`src/rtl/kpn_pkg.sv`:
```
// Shared KPN channel definitions: token width, default channel depth and a
// constant log2 helper used to size pointers.
package kpn_pkg;

    localparam int KPN_TOKEN_W    = 16;
    localparam int KPN_FIFO_DEPTH = 8;

    typedef logic [KPN_TOKEN_W-1:0] kpn_token_t;

    function automatic int kpn_clog2(input int n);
        int r;
        r = 0;
        while ((1 << r) < n) begin
            r = r + 1;
        end
        return r;
    endfunction

endpackage

```
`src/rtl/kpn_fifo_mem.sv`:
```
// Token storage for the KPN FIFO: one synchronous write port and one
// asynchronous read port so the head token falls through without a request.
module kpn_fifo_mem
    import kpn_pkg::*;
#(
    parameter int WIDTH  = KPN_TOKEN_W,
    parameter int DEPTH  = KPN_FIFO_DEPTH,
    parameter int ADDR_W = kpn_clog2(KPN_FIFO_DEPTH)
) (
    input  logic              clock,
    input  logic              we,
    input  logic [ADDR_W-1:0] waddr,
    input  logic [WIDTH-1:0]  wdata,
    input  logic [ADDR_W-1:0] raddr,
    output logic [WIDTH-1:0]  rdata
);

    logic [WIDTH-1:0] mem [DEPTH];

    // Storage is never reset; contents are only meaningful behind the pointers.
    always_ff @(posedge clock) begin
        if (we) begin
            mem[waddr] <= wdata;
        end
    end

    assign rdata = mem[raddr];

endmodule

```
`src/rtl/kpn_fifo.sv`:
```
// Bounded first-word-fall-through KPN channel with registered full/empty and
// sticky overflow/underflow flags for catching protocol misuse.
module kpn_fifo
    import kpn_pkg::*;
#(
    parameter  int WIDTH  = KPN_TOKEN_W,
    parameter  int DEPTH  = KPN_FIFO_DEPTH,
    localparam int ADDR_W = kpn_clog2(DEPTH)
) (
    input  logic              clock,
    input  logic              reset_n,
    input  logic              wr,
    input  logic [WIDTH-1:0]  data_in,
    output logic              full,
    input  logic              rd,
    output logic [WIDTH-1:0]  data_out,
    output logic              empty,
    output logic [ADDR_W:0]   count,
    output logic              overflow,
    output logic              underflow
);

    localparam logic [ADDR_W-1:0] PTR_ONE  = {{(ADDR_W-1){1'b0}}, 1'b1};
    localparam logic [ADDR_W:0]   CNT_ONE  = {{ADDR_W{1'b0}}, 1'b1};
    localparam logic [ADDR_W:0]   CNT_FULL = (ADDR_W+1)'(DEPTH);

    logic [ADDR_W-1:0] wr_ptr;
    logic [ADDR_W-1:0] rd_ptr;
    logic [ADDR_W:0]   count_nxt;
    logic              push;
    logic              pop;

    // Requests are qualified by the registered flags, so a rejected access
    // never touches pointers, count or memory.
    assign push = wr & ~full;
    assign pop  = rd & ~empty;

    always_comb begin
        count_nxt = count;
        if (push && !pop) begin
            count_nxt = count + CNT_ONE;
        end else if (pop && !push) begin
            count_nxt = count - CNT_ONE;
        end
    end

    always_ff @(posedge clock or negedge reset_n) begin
        if (!reset_n) begin
            wr_ptr    <= '0;
            rd_ptr    <= '0;
            count     <= '0;
            full      <= 1'b0;
            empty     <= 1'b1;
            overflow  <= 1'b0;
            underflow <= 1'b0;
        end else begin
            if (push) begin
                wr_ptr <= wr_ptr + PTR_ONE;
            end
            if (pop) begin
                rd_ptr <= rd_ptr + PTR_ONE;
            end
            count     <= count_nxt;
            full      <= (count_nxt == CNT_FULL);
            empty     <= (count_nxt == '0);
            overflow  <= overflow | (wr & full);
            underflow <= underflow | (rd & empty);
        end
    end

    kpn_fifo_mem #(
        .WIDTH  (WIDTH),
        .DEPTH  (DEPTH),
        .ADDR_W (ADDR_W)
    ) u_mem (
        .clock (clock),
        .we    (push),
        .waddr (wr_ptr),
        .wdata (data_in),
        .raddr (rd_ptr),
        .rdata (data_out)
    );

endmodule

```
`config.mk`:
```
export PLATFORM = sky130hd
export DESIGN_NAME = kpn_fifo
export DESIGN_NICKNAME = d
export VERILOG_FILES = /design/src/rtl/kpn_pkg.sv /design/src/rtl/kpn_fifo_mem.sv /design/src/rtl/kpn_fifo.sv
export SDC_FILE = /design/constraint.sdc
export NUM_CORES = 1
export LEC_CHECK = 0
export ABC_AREA = 1
export BUFFER_PORTS_ARGS = -buffer_cell sky130_fd_sc_hd__buf_4
export CORE_MARGIN = 3
export CORE_UTILIZATION = 45
export CTS_BUF_LIST = sky130_fd_sc_hd__clkbuf_2 sky130_fd_sc_hd__clkbuf_4 sky130_fd_sc_hd__clkbuf_8
export DETAILED_ROUTE_END_ITERATION = 10
export GPL_TIMING_DRIVEN = 1
export SYNTH_ARGS = -nofsm -noshare
export SYNTH_HDL_FRONTEND = slang
export SYNTH_SLANG_ARGS = --single-unit
```
`constraint.sdc`:
```
create_clock -name clock -period 2.6 [get_ports clock]
set_input_delay 0.13 -clock clock [delete_from_list [all_inputs] [get_ports clock]]
set_output_delay 0.13 -clock clock [all_outputs]
set_load 0.005 [all_outputs]
```
==> results.ini <==
[outcome]
status=finished clean

[yosys]
ys_seq_elements=142
synth-edff-count=128
synth_area_mm2=0.005846
synthesis.nets=521
synth-seq-area-share_pct=71.77
yosys_warnings=0
synth_cell_types=26
synth_area_per_cell_um2=11.76
syn_inst=497
postSynth.asyncResetShare_pct=9.859
synthFlopType=edfxtp_1

[worst_setup_path]
cp_slowest_stage_delay_ns=0.56
crit_start=rd_ptr[0]
cp.depth=7
rr_endpoint=u_mem.mem[5][3]
cp_cell_sequence=inv_2 -> buf_4 -> o21ai_0 -> o21ai_1 -> nand2_1 -> nand2_1 -> buf_4
worst-path-max-fanout=32
reg2reg_depth=4
worst-setup-path-type=reg -> out
crit_required_ns=2.47
worstSetupEndpointType=primary output
crit_arrival_ns=2.01
path_delay_family=flip-flops
reg2reg_slack_ns=0.98
crit_path_end=data_out[1]
reg2reg_from=full
slowest_stage=dfrtp_2
startpoint_type=flop
cp_num_buf_inv=3

[finish]
instances_no_fill=753
area_delta_synth_final_pct=19.24
drive_above_1_share_pct=19.28
final_util_pct=55.01
layout_common_cells=edfxtp_1, nor2_1, nand2_1
final_common_cell=edfxtp_1
nNetsFinal=592
num_antenna_cells=0

[cts]
clock-sinks=142
cts.clk_slew.worst_paths_ns=0.08
h-tree-depth=4
tritoncts=yes
clock_latency_ns=0.44
cts-root-buf=clkbuf_8
cts_buffers=17
cts_buffer_depth=2
postCtsSetupBuffers=0

[timing]
finalCritPeriodShare_pct=82.44
fin_ws_ns=0.4566
report.final.hold_viol_count=0
setup_viol=0
period_needed_ns=2.143
relSlewSlack_pct=53.17
clock_skew_ns=0.009749
max_freq_ghz=0.4666
drv_slew=0
rsz0062_at_grt=no
worstMarginPinSlew_ns=0.6982
whs_ns=0.04319
tns_ns=0

[route]
vias_per_cell=4.983
num_vias=3752
drc=0
wirelength_um=12100
drtIter0Drc=316
routed.top_layer=met4
firstDrtPassIters=5
wl_met2_um=5712
detail-route-antenna-nets=0
wl_per_cell_um=16.06
wl_met1_um=5764
dr_wl_met3_um=421

[floorplan]
initial_core_util_pct=46.13
die_y_um=120.0
die_w_um=120.0
die_area_mm2=0.01439
ios=44
core-area_mm2=0.01267
row_count=41

[place]
hpwlAfterDp_um=7105
finalWeightedCongestion=0.8450
dp_slack_ns=0.9220
dp.cells=703
port_buffers=43

[global_route]
grt_pass1_wl_um=19790
track_usage_pct=18.22
grt_pass1_vias=3702
antenna_found_initial=0
grt_overflow_total=0
grt_max_degree=34

[power]
comb_power_share_pct=35.8
pwr-share-seq_pct=40.4
p_sw_uw=2750
p_clk_share_pct=23.8
swShare_pct=35.69
power_density_mw_per_mm2=1106
p_leak_uw=0.002606
p_int_uw=4956
vdd_drop_max_v=0.0004873

[hold_path]
hold_start=rd
hold_class=in -> reg
hold_depth=3

[flow_run]
drv_cap=0

## registers in the layout, summed over array words and instances (netlist names)
register / count
underflow: 1
wr_ptr: 3
overflow: 1
empty: 1
count: 4
rd_ptr: 3
u_mem.mem: 128
full: 1
## worst min-delay path, cell delays in order
cell and delay (ns):
buf_4 0.10, inv_1 0.07, o21bai_1 0.14
## metrics by stage
stage | area, um^2 | power (uW)
4_1_cts | 6970 | 7794
3_3_place_gp | 6367 | 5873
6_report | 6970 | 7707
3_5_place_dp | 6367 | 5916
2_1_floorplan | 5846 | 4895
5_1_grt | 6970 | 8320
## synthesized netlist by cell type, drive strengths merged (2+ instances only)
master	n	share of area (%)
edfxtp	128	66
nor2	112	7.6
o21ai	98	8.4
nand2	82	5.9
buf	20	2.0
inv	17	1.1
dfrtp	13	5.6
nand3	8	0.77
clkbuf	5	0.32
ha	4	0.86
xor2	4	0.73
o21bai	2	0.26
## per-layer routing
metal  GRT usage, %  vias up
li1               -     1851
met1          26.02     1804
met2          27.22       81
met3          4.194       16
met4          7.158        0
met5              0        -
## timing repair
item	in CTS	in global routing
hold endpoints to repair	144	0
hold buffers	18	0
resized for setup	0	0
## power by group through the flow
stage          Sequential (uW)  Combinational, uW  Clock (uW)
3_5_place_dp              3160               2750           0
5_1_grt                   3150               3160        2000
4_1_cts                   3110               2790        1880
2_1_floorplan             3070               1820           0
6_report                  3110               2760        1830
3_3_place_gp              3150               2720           0
## worst min path at each step
stage | slack [ns] | endpoint
6_report | 0.04 | underflow
5_1_grt | 0.03 | underflow
4_1_cts | 0.006 | underflow
3_5_place_dp | -0.001 | count[0]
3_3_place_gp | -0.007 | count[0]
2_1_floorplan | -0.17 | count[0]
## logic make-up (layout without fill, tap and decap cells)
logic type | Yosys count | count (layout) | synth area share [%]
simple gates | 204 | 204 | 14.49
flops | 142 | 142 | 71.77
compound gates | 100 | 100 | 8.647
buf+inv | 43 | 127 | 3.510
fa+ha+maj | 4 | 4 | 0.8562
xor+xnor | 4 | 4 | 0.7279
## layout make-up
type                       count  area (um^2)
clock buffer                  18        241.5
clock inverter                14        181.4
fill                        1111         5700
inverter                      18        67.56
multi-input combinational    312         1445
sequential                   142         4197
tap                          172        215.2
timing repair buffer          77        623.1
No activity file was read; power rests on OpenSTA's default activity.
